[config.mk]
export PLATFORM = sky130hd
export DESIGN_NAME = pic_core_n
export DESIGN_NICKNAME = d
export VERILOG_FILES = /design/src/rtl/pic_pkg.sv /design/src/rtl/pic_prio_arbiter_n.sv /design/src/rtl/pic_core_n.sv
export SDC_FILE = /design/constraint.sdc
export NUM_CORES = 1
export LEC_CHECK = 0
export ABC_AREA = 1
export CAP_MARGIN = 20
export CORE_MARGIN = 2
export CORE_UTILIZATION = 42
export DETAILED_ROUTE_END_ITERATION = 10
export PLACE_DENSITY = 0.7
export SYNTH_ARGS = -nofsm -noshare
export SYNTH_HDL_FRONTEND = slang
export SYNTH_HIERARCHICAL = 1
export SYNTH_SLANG_ARGS = --single-unit
[constraint.sdc]
create_clock -name clock -period 4.3 [get_ports clock]
set_input_delay 0.86 -clock clock [delete_from_list [all_inputs] [get_ports clock]]
set_output_delay 0.86 -clock clock [all_outputs]
set_load 0.01 [all_outputs]
[src/rtl/pic_pkg.sv]
// Shared definitions for the pic_core_n interrupt controller:
// register map, CTRL bit positions and acknowledge FSM states.
package pic_pkg;

  localparam logic [2:0] ADDR_IMR  = 3'd0;
  localparam logic [2:0] ADDR_TRIG = 3'd1;
  localparam logic [2:0] ADDR_CTRL = 3'd2;
  localparam logic [2:0] ADDR_EOI  = 3'd3;
  localparam logic [2:0] ADDR_IRR  = 3'd4;

  localparam int CTRL_VEC_BASE = 0;
  localparam int CTRL_ROT_EN   = 16;
  localparam int CTRL_AEOI     = 17;

  typedef enum logic {
    ST_IDLE   = 1'b0,
    ST_VECTOR = 1'b1
  } pic_state_e;

endpackage

[src/rtl/pic_prio_arbiter_n.sv]
// Rotating find-first-set: bit 'ptr' of req is highest priority, wrapping upward.
// Returns whether any request is set and the absolute id of the winner.
module pic_prio_arbiter_n #(
  parameter  int NUM_IRQ = 8,
  localparam int ID_W    = $clog2(NUM_IRQ)
) (
  input  logic [NUM_IRQ-1:0] req,
  input  logic [ID_W-1:0]    ptr,
  output logic               valid,
  output logic [ID_W-1:0]    id
);

  localparam logic [ID_W:0] NUM_W = (ID_W+1)'(NUM_IRQ);

  logic [NUM_IRQ-1:0] rot;
  logic [ID_W-1:0]    idx;
  logic [ID_W:0]      sum;

  always_comb begin
    // Rotate so the highest-priority channel lands on bit 0.
    rot = NUM_IRQ'({req, req} >> ptr);
    idx = '0;
    for (int i = NUM_IRQ - 1; i >= 0; i--) begin
      if (rot[i]) idx = ID_W'(i);
    end
    sum = {1'b0, idx} + {1'b0, ptr};
    if (sum >= NUM_W) sum = sum - NUM_W;
    valid = |req;
    id    = sum[ID_W-1:0];
  end

endmodule

[src/rtl/pic_core_n.sv]
// pic_core_n: synchronous 8259A-style interrupt controller with a flat register port.
// Rotating priority (CTRL bit16 and the rotation pointer) is built only when PIC_ROTATE_EN is defined.
module pic_core_n
  import pic_pkg::*;
#(
  parameter  int NUM_IRQ = 8,
  parameter  int VEC_W   = 8,
  localparam int ID_W    = $clog2(NUM_IRQ)
) (
  input  logic               clock,
  input  logic               reset,
  input  logic [NUM_IRQ-1:0] irq_in,
  input  logic               cfg_we,
  input  logic [2:0]         cfg_addr,
  input  logic [31:0]        cfg_wdata,
  output logic [31:0]        cfg_rdata,
  output logic               int_out,
  input  logic               int_ack,
  output logic               vec_valid,
  output logic [VEC_W-1:0]   vec_out
);

  localparam logic [ID_W:0]   NUM_W   = (ID_W+1)'(NUM_IRQ);
  localparam logic [ID_W-1:0] SPUR_ID = ID_W'(NUM_IRQ - 1);

  function automatic logic [NUM_IRQ-1:0] onehot(input logic [ID_W-1:0] i);
    return NUM_IRQ'(1) << i;
  endfunction

  // Distance from the current highest-priority slot; 0 = most urgent.
  function automatic logic [ID_W:0] rank_of(input logic [ID_W-1:0] i, input logic [ID_W-1:0] p);
    logic [ID_W:0] r;
    r = {1'b0, i} + NUM_W - {1'b0, p};
    if (r >= NUM_W) r = r - NUM_W;
    return r;
  endfunction

  function automatic logic [ID_W-1:0] next_ptr(input logic [ID_W-1:0] i);
    return (i == SPUR_ID) ? '0 : i + 1'b1;
  endfunction

  logic [NUM_IRQ-1:0] imr_q, imr_d, trig_q, trig_d;
  logic [NUM_IRQ-1:0] irr_q, irr_d, isr_q, isr_d, irq_prev_q;
  logic [VEC_W-1:0]   base_q, base_d;
  logic               aeoi_q, aeoi_d;
  pic_state_e         state_q, state_d;
  logic [ID_W-1:0]    id_q, id_d;
  logic               spur_q, spur_d;
  logic               vec_valid_q, vec_valid_d;
  logic [VEC_W-1:0]   vec_out_q, vec_out_d;

  logic               rot_en;
  logic [ID_W-1:0]    ptr_eff;
  logic               win_valid, isr_valid;
  logic [ID_W-1:0]    win_id, isr_id;
  logic               ctrl_wr, eoi_wr, eoi_hit, aeoi_fire;
  logic [ID_W-1:0]    eoi_id;
  logic [NUM_IRQ-1:0] eoi_mask, ack_set, aeoi_clr;
  logic               unused_wdata;

  assign unused_wdata = ^cfg_wdata;

  pic_prio_arbiter_n #(.NUM_IRQ(NUM_IRQ)) u_req_arb (
    .req   (irr_q & ~imr_q),
    .ptr   (ptr_eff),
    .valid (win_valid),
    .id    (win_id)
  );

  pic_prio_arbiter_n #(.NUM_IRQ(NUM_IRQ)) u_isr_arb (
    .req   (isr_q),
    .ptr   (ptr_eff),
    .valid (isr_valid),
    .id    (isr_id)
  );

  assign int_out = win_valid && !(isr_valid && (rank_of(isr_id, ptr_eff) <= rank_of(win_id, ptr_eff)));

  // EOI decode: out-of-range ids and ids not in service are dropped entirely.
  assign ctrl_wr   = cfg_we && (cfg_addr == ADDR_CTRL);
  assign eoi_wr    = cfg_we && (cfg_addr == ADDR_EOI);
  assign eoi_id    = cfg_wdata[ID_W-1:0];
  assign eoi_hit   = eoi_wr && (cfg_wdata < 32'(NUM_IRQ)) && |(isr_q & onehot(eoi_id));
  assign eoi_mask  = eoi_hit ? onehot(eoi_id) : '0;
  assign aeoi_fire = (state_q == ST_VECTOR) && aeoi_q && !spur_q;
  assign aeoi_clr  = aeoi_fire ? onehot(id_q) : '0;

`ifdef PIC_ROTATE_EN
  logic            rot_en_q, rot_en_d;
  logic [ID_W-1:0] ptr_q, ptr_d;

  always_comb begin
    rot_en_d = rot_en_q;
    if (ctrl_wr) rot_en_d = cfg_wdata[CTRL_ROT_EN];
    ptr_d = ptr_q;
    if (rot_en_q && aeoi_fire) ptr_d = next_ptr(id_q);
    if (rot_en_q && eoi_hit)   ptr_d = next_ptr(eoi_id);
  end

  always_ff @(posedge clock) begin
    if (reset) begin
      rot_en_q <= 1'b0;
      ptr_q    <= '0;
    end else begin
      rot_en_q <= rot_en_d;
      ptr_q    <= ptr_d;
    end
  end

  assign rot_en  = rot_en_q;
  assign ptr_eff = rot_en_q ? ptr_q : '0;
`else
  assign rot_en  = 1'b0;
  assign ptr_eff = '0;
`endif

  // Acknowledge handshake: a one-cycle int_ack seen in IDLE produces exactly one
  // vec_valid cycle next; int_ack arriving while that vector is presented is ignored.
  always_comb begin
    state_d     = state_q;
    id_d        = id_q;
    spur_d      = spur_q;
    vec_valid_d = 1'b0;
    vec_out_d   = vec_out_q;
    ack_set     = '0;
    case (state_q)
      ST_IDLE: begin
        if (int_ack) begin
          state_d     = ST_VECTOR;
          vec_valid_d = 1'b1;
          if (int_out) begin
            id_d    = win_id;
            spur_d  = 1'b0;
            ack_set = onehot(win_id);
          end else begin
            id_d   = SPUR_ID;
            spur_d = 1'b1;
          end
          vec_out_d = base_q + VEC_W'(id_d);
        end
      end
      ST_VECTOR: state_d = ST_IDLE;
      default:   state_d = ST_IDLE;
    endcase
  end

  always_comb begin
    imr_d  = imr_q;
    trig_d = trig_q;
    base_d = base_q;
    aeoi_d = aeoi_q;
    if (cfg_we && (cfg_addr == ADDR_IMR))  imr_d  = cfg_wdata[NUM_IRQ-1:0];
    if (cfg_we && (cfg_addr == ADDR_TRIG)) trig_d = cfg_wdata[NUM_IRQ-1:0];
    if (ctrl_wr) begin
      base_d = cfg_wdata[CTRL_VEC_BASE +: VEC_W];
      aeoi_d = cfg_wdata[CTRL_AEOI];
    end
    // A fresh edge is OR'd in after the ack clear so it is never lost.
    irr_d = (trig_q & ((irr_q & ~ack_set) | (irq_in & ~irq_prev_q))) | (~trig_q & irq_in);
    isr_d = (isr_q & ~eoi_mask & ~aeoi_clr) | ack_set;
  end

  always_comb begin
    cfg_rdata = '0;
    case (cfg_addr)
      ADDR_IMR:  cfg_rdata[NUM_IRQ-1:0] = imr_q;
      ADDR_TRIG: cfg_rdata[NUM_IRQ-1:0] = trig_q;
      ADDR_CTRL: begin
        cfg_rdata[CTRL_VEC_BASE +: VEC_W] = base_q;
        cfg_rdata[CTRL_ROT_EN]            = rot_en;
        cfg_rdata[CTRL_AEOI]              = aeoi_q;
      end
      ADDR_EOI:  cfg_rdata[NUM_IRQ-1:0] = isr_q;
      ADDR_IRR:  cfg_rdata[NUM_IRQ-1:0] = irr_q;
      default:   cfg_rdata = '0;
    endcase
  end

  always_ff @(posedge clock) begin
    if (reset) begin
      imr_q      <= '1;
      trig_q     <= '0;
      base_q     <= '0;
      aeoi_q     <= 1'b0;
      irr_q      <= '0;
      isr_q      <= '0;
      irq_prev_q <= '0;
    end else begin
      imr_q      <= imr_d;
      trig_q     <= trig_d;
      base_q     <= base_d;
      aeoi_q     <= aeoi_d;
      irr_q      <= irr_d;
      isr_q      <= isr_d;
      irq_prev_q <= irq_in;
    end
  end

  always_ff @(posedge clock) begin
    if (reset) begin
      state_q     <= ST_IDLE;
      id_q        <= '0;
      spur_q      <= 1'b0;
      vec_valid_q <= 1'b0;
      vec_out_q   <= '0;
    end else begin
      state_q     <= state_d;
      id_q        <= id_d;
      spur_q      <= spur_d;
      vec_valid_q <= vec_valid_d;
      vec_out_q   <= vec_out_d;
    end
  end

  // Reset raised during the vector cycle suppresses the pulse immediately.
  assign vec_valid = vec_valid_q && !reset;
  assign vec_out   = vec_out_q;

endmodule
### After elaboration in Yosys (flattened, before gate mapping)

Cells that the tools add are included.
W data, S select, Z words.

* output and inout bits: 42
* flip-flop bits (word level): 63
* word-level logic and storage cells: 103

* bitwise logic cells: 18
* add/subtract/negate cells: 7
* multiplexer cells: 33
* equality and inequality tests: 4
* reductions and logical operators: 20
* magnitude comparators: 6
* shift operators: 3

Operators with widths (number)
* $and A8 B8 Y8: 8
* $mux W3: 21
* $not A8 Y8: 6
* $mux W8: 5
* $pmux W8 S5: 1
* $lt A32 B4 Y1 const B: 1
* $or A8 B8 Y8: 3
* $reduce_or A8 Y1: 3
* $shl A1 B3 Y8 const A: 3
* $logic_and A1 B1 Y1: 11
* $add A3 B4 Y4 const B: 2
* $add A8 B3 Y8: 1
* $ge A3 B4 Y1 const B: 2
* $ge A4 B4 Y1 const B: 2
* $mux W4: 2
* $sub A4 B4 Y4 const B: 2
* $eq A3 B2 Y1 const B: 2
* $sub A3 B1 Y3 const B: 2
* $le A4 B4 Y1: 1
* $eq A3 B1 Y1 const B: 1
* $eq A3 B3 Y1 const B: 1
* $logic_not A1 Y1: 3
* $logic_not A3 Y1: 1
* $mux W1: 2
* 5 further kinds: 5

### Longest topological paths before layout

Gate-level depths: netlist (run 1).

* depth in word-level cells: 27
* mapped depth: 38
* mapped depth without buffers: 38

### Modules after synthesis

The synthesis (run 1) kept the hierarchy.

Modules (own cells, without submodules)
* pic_core_n: times used 1, cells an instance 511, area an instance 3469.6 um^2
* pic_prio_arbiter_n: times used 2, cells an instance 98, area an instance 531.8 um^2

### Worst setup path before layout (run 1)

No wires, ideal clock.

* path type: reg-to-reg
* start: register irr_q[7]
* end: register vec_out_q[6] (netlist: vec_out[6])
* library setup time: 0.116 ns
* buffers on the path: 0
* cell stages (with the launch flop): 31
* required time: 4.184 ns
* arrival: 3.962 ns
* path slack: 0.222 ns
* path through: dfxtp_1 -> inv_1 -> nor2_1 -> nand2_2 -> nand3_1 -> nand3_1 -> nand2_1 -> a21oi_2 -> nor2_1 -> o21bai_1 -> fa_1 -> inv_1 -> inv_1 -> ha_1 -> inv_1 -> o21bai_1 -> nand2_1 -> nand2_1 -> nand2_1 -> a21boi_2 -> nand2_1 -> ha_1 -> fa_1 -> nand2_1 -> inv_1 -> o21ai_0 -> nor2_1 -> nand3_1 -> nand3_1 -> o211ai_1 -> inv_1

* cells in the longest elaborated chain, start to end: 22
* elaborated cells on any way between the ends: 25
* those cells by class: add/sub: 4; order compare: 3; mux: 13; bitwise: 1; reduce/logical: 4

RTL lines
* from (decl): line pic_core_n.sv:43 `logic [NUM_IRQ-1:0] irr_q, irr_d, isr_q, isr_d, irq_prev_q;`
* from (signal assigned): line pic_core_n.sv:193 `irr_q <= irr_d;`
* $and A8 B8 Y8 *: line pic_core_n.sv:64 `.req (irr_q & ~imr_q),`
* $mux W3 * (8 in series): line pic_prio_arbiter_n.sv:24 `if (rot[i]) idx = ID_W'(i);`
* $ge A3 B4 Y1 / $sub A3 B1 Y3 (equally long branches): line pic_prio_arbiter_n.sv:27 `if (sum >= NUM_W) sum = sum - NUM_W;`
* $mux W3 *: line pic_prio_arbiter_n.sv:27
* net win_id[1]: line pic_core_n.sv:55 `logic [ID_W-1:0] win_id, isr_id;`
* $add A3 B4 Y4 *: line pic_core_n.sv:33 `r = {1'b0, i} + NUM_W - {1'b0, p};`
* $sub A4 B4 Y4 / $ge A4 B4 Y1 (equally long branches): line pic_core_n.sv:34 `if (r >= NUM_W) r = r - NUM_W;`
* $mux W4 *: line pic_core_n.sv:34
* $le A4 B4 Y1 *: line pic_core_n.sv:77 `assign int_out = win_valid && !(isr_valid && (rank_of(isr_id, ptr_eff) <= rank_of(win_id, ptr_eff)));`
* $logic_and A1 B1 Y1 *: line pic_core_n.sv:77
* $logic_not A1 Y1 *: line pic_core_n.sv:77
* $logic_and A1 B1 Y1 *: line pic_core_n.sv:77
* net int_out: line pic_core_n.sv:17 `output logic int_out,`
* $mux W3 *: line pic_core_n.sv:131 `if (int_out) begin`
* $mux W3 *: line pic_core_n.sv:128 `if (int_ack) begin`
* $mux W3 *: line pic_core_n.sv:126 `case (state_q)`
* $add A8 B3 Y8 *: line pic_core_n.sv:139 `vec_out_d = base_q + VEC_W'(id_d);`
* to (signal assigned): line pic_core_n.sv:211 `vec_out_q <= vec_out_d;`
* to (decl): line pic_core_n.sv:50 `logic [VEC_W-1:0] vec_out_q, vec_out_d;`

The timed path passes the listed nets; every way through them passes the cells marked *. The select of a mux whose other input is x is not followed.
A chain may end at the register's enable or synchronous reset.

### Worst setup path after layout (run 1)

* start: register irr_q[5]
* end: output port int_out

* cells in the longest elaborated chain, start to end: 16
* elaborated cells on any way between the ends: 19
* those cells by class: add/sub: 3; order compare: 3; mux: 8; bitwise: 1; reduce/logical: 4

RTL lines (line)
* $and A8 B8 Y8 *: pic_core_n.sv:64
* $mux W3 * (6 in series): pic_prio_arbiter_n.sv:24
* $ge A3 B4 Y1 / $sub A3 B1 Y3 (equally long branches): pic_prio_arbiter_n.sv:27
* $mux W3 *: pic_prio_arbiter_n.sv:27
* net win_id[1]: pic_core_n.sv:55
* $add A3 B4 Y4 *: pic_core_n.sv:33
* $sub A4 B4 Y4 / $ge A4 B4 Y1 (equally long branches): pic_core_n.sv:34
* $mux W4 *: pic_core_n.sv:34
* $le A4 B4 Y1 *: pic_core_n.sv:77
* $logic_and A1 B1 Y1 *: pic_core_n.sv:77
* $logic_not A1 Y1 *: pic_core_n.sv:77
* $logic_and A1 B1 Y1 *: pic_core_n.sv:77
* to (decl): pic_core_n.sv:17

The timed path passes the listed nets; every way through them passes the cells marked *.

==> run metrics, run 1 <==
number of antenna diodes 0; CTS tree yes; Worst Setup End Kind output pin; antenna viol nets, final 0; drt drc 0; vias per inst 5.13; Initial DRC Count 338; Synth Instances 707; CTS HTree Levels 3; Startpoint Class register; initial antenna violation count 0; starting density of the core 43.5%; synthesized cell area 4530 um^2; Yosys reg bits 62; Ys Warns 6; dpl cell area 5210 um^2; main combinational cell family by area after synthesis simple AND/OR/NAND/NOR gates; synthesized area per cell 6.41 um^2; Leakage 0.00245 uW; Setup Skew 0.00907 ns; Slew @ Worst Pin 0.759 ns; worst hold slack 0.472 ns; DIE AREA 11600 um^2; Slew HR 49.3%; Worst path slowest cell fa_1; area delta synth->final 21.7%; share of cells above drive strength 1 14.5%; pre-CTS WS 0.0615 ns; Synth Area in Adders 3.53%; Worst path max stage delay 0.46 ns; Clk Tree Root Cell clkbuf_8; Setup CP Type reg -> out; CP required 3.44 ns; first-pass GRT wire length 20600 um; Yosys top cell area share 27.4%; Post-Synth XOR/XNOR Area 1.16%; largest net degree at the start of global routing 35; Post-Route WL 12800 um; vias in the first global route 4355; chip height 108 um; fin crit period 4.05 ns; Yosys top cell by area dfxtp_1; final setup margin 0.248 ns; clk buf depth 2; Final Wtd Congestion 0.946; complex-gate fraction of the synthesized area 11.9%; Worst-path clk slew 0.07 ns; DR vias 4729; Max-Cap Viols 0; distinct cell type count after synthesis 39; status finished, final reports clean; PortBufs 65; post-synthesis mux area share 0%; io pins 89; Pwr Density 285 nW/um^2; WP buf/inv 6; core area 10400 um^2; Crit path arrival time 3.19 ns; final instance area 5520 um^2; synth top area cells dfxtp_1 (27%), nand2_1 (16%), nor2_1 (6.4%); Seq/Total Area, Yosys 27.4%; wire length per cell 13.8 um; clock buffer count from CTS 9; CP Max Fanout 5; HPWL after DPL 9870 um; CP delay by family, top simple AND/OR/NAND/NOR gates; final hold violation count 0; 1st-pass router iterations 6; hold buffers post-CTS 0; Slew Limit Fails 0; maximum clock rate 0.247 GHz; crit path cell chain inv_2 > nor2_2 > nand2_2 > nand3_1 > nand2_1 > nand2_1 > nand2_2 > nand2_1 > nor2_2 > o21bai_2 > fa_1 > inv_2 > inv_1 > ha_1 > inv_1 > o21bai_1 > nand2_1 > nand2_1 > nand2_2 > a21boi_4 > buf_4 > clkbuf_2; Post-Synth Simple-Gate Area 42.0%; std cell rows 37; GRT overflow 0; Die Wd 108 um; Hold Path Class reg -> reg; total power 1570 uW; Final Cycle Share 94.2%; Crit path top cell by count nand2_1; final setup fails 0; number of clock sinks 62; Tot GR Track Use 22.5%; clk_lat worst skew 0.35 ns; fin nets 839; Fillers 1022; Max VDD drop 0.202 mV
## power breakdown
| group | internal [uW] | switching [uW] |
|---|---|---|
| Clock | 298 | 238 |
| Combinational | 168 | 245 |
| Sequential | 603 | 20.4 |
## layout make-up
type / count / area (um^2) / area share, %
multi-input cells: 552 / 2840 / 51.5
clock buffers: 11 / 151 / 2.74
clock inverters: 5 / 57.6 / 1.04
well taps: 136 / 170 / 3.08
flip-flops and latches: 62 / 1240 / 22.5
repair buffers: 79 / 751 / 13.6
inverters: 77 / 304 / 5.51
## flip-flops by register name, indices dropped and copies added (netlist names), 3 cells and up
signal / flops
irq_prev_q: 8
isr_q: 8
vec_out: 8
trig_q: 8
base_q: 8
imr_q: 8
irr_q: 8
id_q: 3
## tightest hold or removal path: stages, from the launching register on
cell and delay [ns]:
dfxtp_1 0.30, nand2_1 0.05, nand2_1 0.05, nand2_1 0.05
## through the flow
| step | instances | utilization (%) | TNS, ns |
|---|---|---|---|
| floorplan | 737 | - | 0 |
| global placement | 902 | 50.1 | 0 |
| detailed placement | 902 | 50.1 | 0 |
| CTS | 918 | 52.1 | 0 |
| global route | 922 | 53.0 | -0.0627 |
| finish | 922 | 53.0 | 0 |
## synth_stat cells, drive strengths merged
| cell | instances |
|---|---|
| a22oi | 4 |
| a21oi | 37 |
| dfxtp | 62 |
| a21boi | 1 |
| nand2 | 225 |
| nor4 | 8 |
| xor2 | 5 |
| buf | 38 |
| o21bai | 3 |
| o211ai | 6 |
| fa | 3 |
| o22ai | 1 |
| inv | 75 |
| nand4 | 13 |
| o2111ai | 4 |
| nand3b | 2 |
| nor3 | 16 |
| o21ai | 26 |
| xnor2 | 1 |
| nor2 | 82 |
| o221ai | 4 |
| conb | 1 |
| ha | 8 |
| o21a | 4 |
| nand3 | 68 |
| clkbuf | 8 |
| clkinv | 2 |
## repair_timing
item,4_1_cts,5_1_grt
gates cloned,0,0
endpoints found under the hold margin,0,0
setup buffers,0,4
gates resized for setup,2,27
setup endpoints to repair,1,6
pin swaps,0,11
## final timing paths
| check | from | to | slack [ns] | cells after the start |
|---|---|---|---|---|
| worst max-delay path | irr_q[5]$_SDFF_PP0_ | int_out | 0.25 | 22 |
| worst min-delay path | irq_prev_q[5]$_SDFF_PP0_ | irr_q[5]$_SDFF_PP0_ | 0.47 | 3 |
| worst max register to register | irr_q[5]$_SDFF_PP0_ | vec_out[7]$_SDFFE_PP0P_ | 0.28 | 32 |
| worst min register to register | irq_prev_q[5]$_SDFF_PP0_ | irr_q[5]$_SDFF_PP0_ | 0.47 | 3 |
## layout by cell type, fill, tap and decap left out, drive strengths merged, types with 5 or more instances in the layout
cell type / instances
clkbuf: 12
nor3: 16
conb: 31
clkdlybuf4s50: 64
nand2: 225
o211ai: 6
ha: 8
nand4: 13
nor2: 82
o21ai: 26
nand3: 68
dfxtp: 62
a21oi: 37
buf: 14
nor4: 8
xor2: 5
inv: 75
## cells by family (layout without fill, tap and decap cells)
family,Yosys count,count (layout)
other cells,1,31
flops,62,62
buf+inv,123,172
simple gates,414,414
xor+xnor,6,6
compound gates,90,90
fa+ha+maj,11,11
## layer usage
metal / vias to the layer above / wire length (um) / GRT usage [%]
met1: 2145 / 5880 / 29.4
li1: 2393 / - / -
met4: 0 / 188 / 5.68
met2: 177 / 5910 / 36.9
met3: 14 / 784 / 5.75
met5: - / 0 / 0
Power figures use the tool's default switching activity.
==> run 2, diff against run 1 <==
CORE_UTILIZATION = 48   (was 42)
PLACE_DENSITY = 0.78   (was 0.7)
==> run 2 against run 1 <==
Against the previous run:
- combinational power hardly changed
- worst hold slack gained 0.0049 ns
- wire length rose by 1.8%
- count of clock-buffer cells in the layout is the same
- maximum frequency down 1.4%
- register-to-register slack worse by 0.05 ns
- core utilization is 6.3 points higher
- critical path depth decreased by 1
- total power down 3.2%
- design area decreased by 1.2%
- worst setup slack worse by 0.058 ns
- largest power group unchanged
==> run metrics, run 2 (synthesis results as in run 1) <==
Worst-path clk slew 0.07 ns (about the same); initial antenna violation count 0 (unchanged); Logic pwr share 27.4% (+1.1 points); clock power share 31.7% (-2.3 points); total power 1520 uW (-3.2%); Slew Limit Fails 0 (unchanged); clk buf depth 2 (unchanged); Leakage 0.00243 uW (-0.91%); std cell rows 35 (-5.4%); Pint 1010 uW (-5.4%); core area 9200 um^2 (-12%); first-pass GRT wire length 20700 um (+0.64%); chip height 101 um (-6.2%); Crit path arrival time 3.25 ns (+0.06 ns); setup TNS 0 ns (unchanged); Hold Path Class reg -> reg; Tot GR Track Use 25.6% (+3.1 points); Final Cycle Share 95.6% (+1.4 points); vias in the first global route 4379 (+0.55%); Final Wtd Congestion 0.919 (-2.9%); wire length per cell 14.5 um (+5.0%); Slew @ Worst Pin 0.844 ns (+0.0853 ns); fin nets 836 (-0.36%); 1st-pass router iterations 5 (-1); CP required 3.44 ns (about the same); CTS tree yes; multi-input logic area 2850 um^2 (+0.31%); most common cell after layout, fill and taps aside nand2_1; HPWL after DPL 9830 um (-0.35%); CTS HTree Levels 3 (unchanged); PortBufs 65 (unchanged); Die Wd 101 um (-6.2%); Final Non-Filler Cells 894 (-3.0%); commonest non-fill, non-tap cells in the layout nand2_1 (194), nor2_1 (71), clkdlybuf4s50_1 (64); net load switching power 511 uW (+1.5%); number of clock sinks 62 (unchanged); clk_lat worst skew 0.35 ns (about the same); Initial DRC Count 382 (+13%); Post-Route WL 13000 um (+1.8%); # placed instances 877 (-2.8%); share of power burned in registers 40.9% (+1.3 points); DR vias 4804 (+1.6%); Pwr Density 279 nW/um^2 (-2.0%); CP Max Fanout 7 (+2); status finished, final reports clean; starting density of the core 49.3% (+5.8 points); Worst Setup End Kind output pin; Fillers 862 (-16%); share of cells above drive strength 1 14.0% (-0.46 points); hold buffers post-CTS 0 (unchanged); Max VDD drop 0.198 mV (-2.4%); area delta synth->final 20.3%; maximum clock rate 0.243 GHz (-1.4%); GRT overflow 0 (unchanged); io pins 89 (unchanged); clock buffer count from CTS 9 (unchanged); Clk Tree Root Cell clkbuf_8; Max-Cap Viols 0 (unchanged); DIE AREA 10200 um^2 (-12%); Setup Skew 0.00726 ns (-0.00181 ns); final hold violation count 0 (unchanged); Switching Fraction 33.6% (+1.5 points); Setup CP Type reg -> out; drt drc 0 (unchanged); Startpoint Class register; fin crit period 4.11 ns (+0.0581 ns); vias per inst 5.37 (+4.8%); register area 1240 um^2 (unchanged); Slew HR 43.6% (-5.7 points); number of antenna diodes 0 (unchanged); antenna viol nets, final 0 (unchanged); largest net degree at the start of global routing 35 (unchanged); final setup fails 0 (unchanged)
## run 2: critical path: stages, from the launching register on
cell and delay (ns):
dfxtp_1 0.32, inv_1 0.10, nor2_2 0.07, nand2_2 0.09, nand3_1 0.07, nand2_1 0.09, nand2_1 0.06, nand2_1 0.09
nand2_1 0.09, o21bai_1 0.17, fa_1 0.48, inv_2 0.09, inv_1 0.08, ha_4 0.27, inv_1 0.03, o21bai_1 0.12
nand2_1 0.06, nand2_1 0.06, nand2_1 0.08, a21boi_2 0.20, buf_6 0.15, clkbuf_2 0.13
## run 2: worst paths after layout
path                            startpoint                 endpoint  slack (ns)  cells past startpoint
setup / recovery       irr_q[1]$_SDFF_PP0_                  int_out        0.19                     21
hold / removal    irq_prev_q[0]$_SDFF_PP0_      irr_q[0]$_SDFF_PP0_        0.48                      3
setup reg to reg       irr_q[1]$_SDFF_PP0_  vec_out[7]$_SDFFE_PP0P_        0.23                     31
hold reg to reg   irq_prev_q[0]$_SDFF_PP0_      irr_q[0]$_SDFF_PP0_        0.48                      3
## run 2: stage by stage
stage	hold WS, ns	setup WS [ns]	util, %	instance area, um^2
5_1_grt	0.512	-0.00387	59.3	5450
2_1_floorplan	0.443	0.222	-	4650
4_1_cts	0.475	0.0179	58.4	5370
3_5_place_dp	0.460	0.0932	56.4	5180
6_report	0.477	0.190	59.3	5450
3_3_place_gp	0.451	0.191	56.4	5180
## run 2: timing repair
item | in CTS | in global routing
setup endpoints to repair | 1 | 6
setup buffers | 0 | 1
pin swaps | 0 | 5
gates resized for setup | 3 | 24
## run 2: layout make-up
cell class | count | share of cell area (%)
Multi-Input combinational cell | 552 | 52.2
Tap cell | 111 | 2.55
Timing Repair Buffer | 76 | 13.4
Inverter | 77 | 5.58
Sequential cell | 62 | 22.8
Clock buffer | 11 | 2.78
Clock inverter | 5 | 0.620
## run 2: power groups by stage
stage	registers, uW	clock network, uW	logic [uW]
final	623	482	417
after global routing	626	510	460
after CTS	621	484	391
after detailed placement	633	0	389
after global placement	633	0	379
after floorplan	632	0	272
## run 2: metal layers
layer  vias up  routed length [um]  global-route usage [%]
li1       2386                   -                       -
met3        30                 910                    5.04
met1      2190                5760                    34.1
met2       198                6020                    41.8
met4         0                 298                    8.11
met5         -                   0                       0
==> RTL edit, RTL diff (flow settings as in run 2) <==
`NUM_IRQ` is set to 8 in 2 places; all go to 4.
--- a/src/rtl/pic_prio_arbiter_n.sv
+++ b/src/rtl/pic_prio_arbiter_n.sv
@@ -1,7 +1,7 @@
 // Rotating find-first-set: bit 'ptr' of req is highest priority, wrapping upward.
 // Returns whether any request is set and the absolute id of the winner.
 module pic_prio_arbiter_n #(
-  parameter  int NUM_IRQ = 8,
+  parameter  int NUM_IRQ = 4,
   localparam int ID_W    = $clog2(NUM_IRQ)
 ) (
   input  logic [NUM_IRQ-1:0] req,
--- a/src/rtl/pic_core_n.sv
+++ b/src/rtl/pic_core_n.sv
@@ -3,7 +3,7 @@
 module pic_core_n
   import pic_pkg::*;
 #(
-  parameter  int NUM_IRQ = 8,
+  parameter  int NUM_IRQ = 4,
   parameter  int VEC_W   = 8,
   localparam int ID_W    = $clog2(NUM_IRQ)
 ) (
Interface: changed (resized irq_in); port bits go from 89 to 85. No check against the original RTL was run, so the function may have changed too.
==> RTL edit against run 2 <==
- sequential cell count down 21
- routed wire length down 47%
- setup slack better by 0.43 ns
- final cell count down 35%
- final area down 37%
- power down 44%
- area after synthesis down 41%
- critical endpoint unchanged
==> RTL edit: results (changes against run 2) <==
Power and ir drop
  – VDD IR max: 180 µV (was 198 µV)
  – Reg power frac: 0.480 (was 0.409)
  – Seq power: 412 µW (was 623 µW)
  – Sw power: 254 µW (was 511 µW)

Logic synthesis
  – Synth Area in XOR/XNOR: 0.0228 (was 0.0116)
  – Synth top area cells: dfxtp_1 (31%), nand2_1 (14%), nor2_1 (8.4%), inv_1 (8.0%), buf_4 (6.4%) (was dfxtp_1 (27%), nand2_1 (16%), nor2_1 (6.4%), nand3_1 (6.2%), inv_1 (5.4%))
  – Sequential fraction of the synthesis area: 0.305 (was 0.274)
  – Post-Synth Adder-Cell Area: 0.0353 (about the same)
  – Post-synthesis compound-gate area fraction: 0.131 (was 0.119)

Routing
  – Routed met1 length: 3220 µm (was 5760 µm)
  – DRT iter0 DRCs: 165 (was 382)
  – WL met2: 3200 µm (was 6020 µm)
  – Drt pass-1 iters: 4 (was 5)
  – Vias: 2,779 (was 4,804)

Clocking
  – Total CTS buffers: 5 (was 9)
  – Post-cts sizing count: 0 (was 3)
  – H-tree levels: 2 (was 3)
  – Worst skew pair latency: 0.30 ns (was 0.35 ns)

Placement
  – GPL Wtd Cong: 0.926 (was 0.919)
  – I/O Buffers: 61 (was 65)

Global routing
  – Vias in the first global route: 2,602 (was 4,379)
  – Gr usage total: 0.232 (was 0.256)
  – Largest net degree at the start of global routing: 26 (was 35)
  – Grt met1 use: 0.306 (was 0.341)
  – GR Layer Usage met2: 0.385 (was 0.418)

STA
  – Final Critical Period: 3.68 ns (was 4.11 ns)
  – Setup Skew: 0.0114 ns (was 0.00726 ns)

Critical path
  – Crit-path max FO: 4 (was 7)
  – Arr. time, crit path: 2.82 ns (was 3.25 ns)
  – Setup slack, reg-to-reg: 0.84 ns (was 0.23 ns)
  – Slowest-stage cell, CP: clkdlybuf4s50_1 (was fa_1)

Layout
  – Share of layout cells above drive strength 1: 0.0549 (was 0.140)
  – Net count, final: 559 (was 836)

Outcome
  – Status: completed (unchanged)
RTL edit: changes by cell type in the layout (fill, tap and decap cells not counted), sizes merged, moves of 15 or more:
cell,run 2,this run
nor2,82,65
a21oi,37,22
nand3,68,34
dfxtp,62,41
conb,31,47
nand2,225,103
RTL edit: per-stage QoR:
| stage | hold slack, ns | utilization |
|---|---|---|
| after floorplan | 0.443 | - |
| after global placement | 0.455 | 0.614 |
| after detailed placement | 0.457 | 0.614 |
| after CTS | 0.477 | 0.628 |
| after global routing | 0.514 | 0.628 |
| final | 0.475 | 0.628 |
RTL edit: area by class of cell:
type,instances,area share
Clock buffer,8,0.0233
Inverter,67,0.0738
Multi-Input combinational cell,332,0.458
Sequential cell,41,0.239
Tap cell,72,0.0262
Timing Repair Buffer,62,0.180
RTL edit: final timing paths:
kind	start	to	depth (start not counted)
setup / recovery	irr_q[3]	int_out	17
hold / removal	spur_q	spur_q	2
setup reg to reg	irr_q[3]	vec_out[6]	24
hold reg to reg	spur_q	spur_q	2
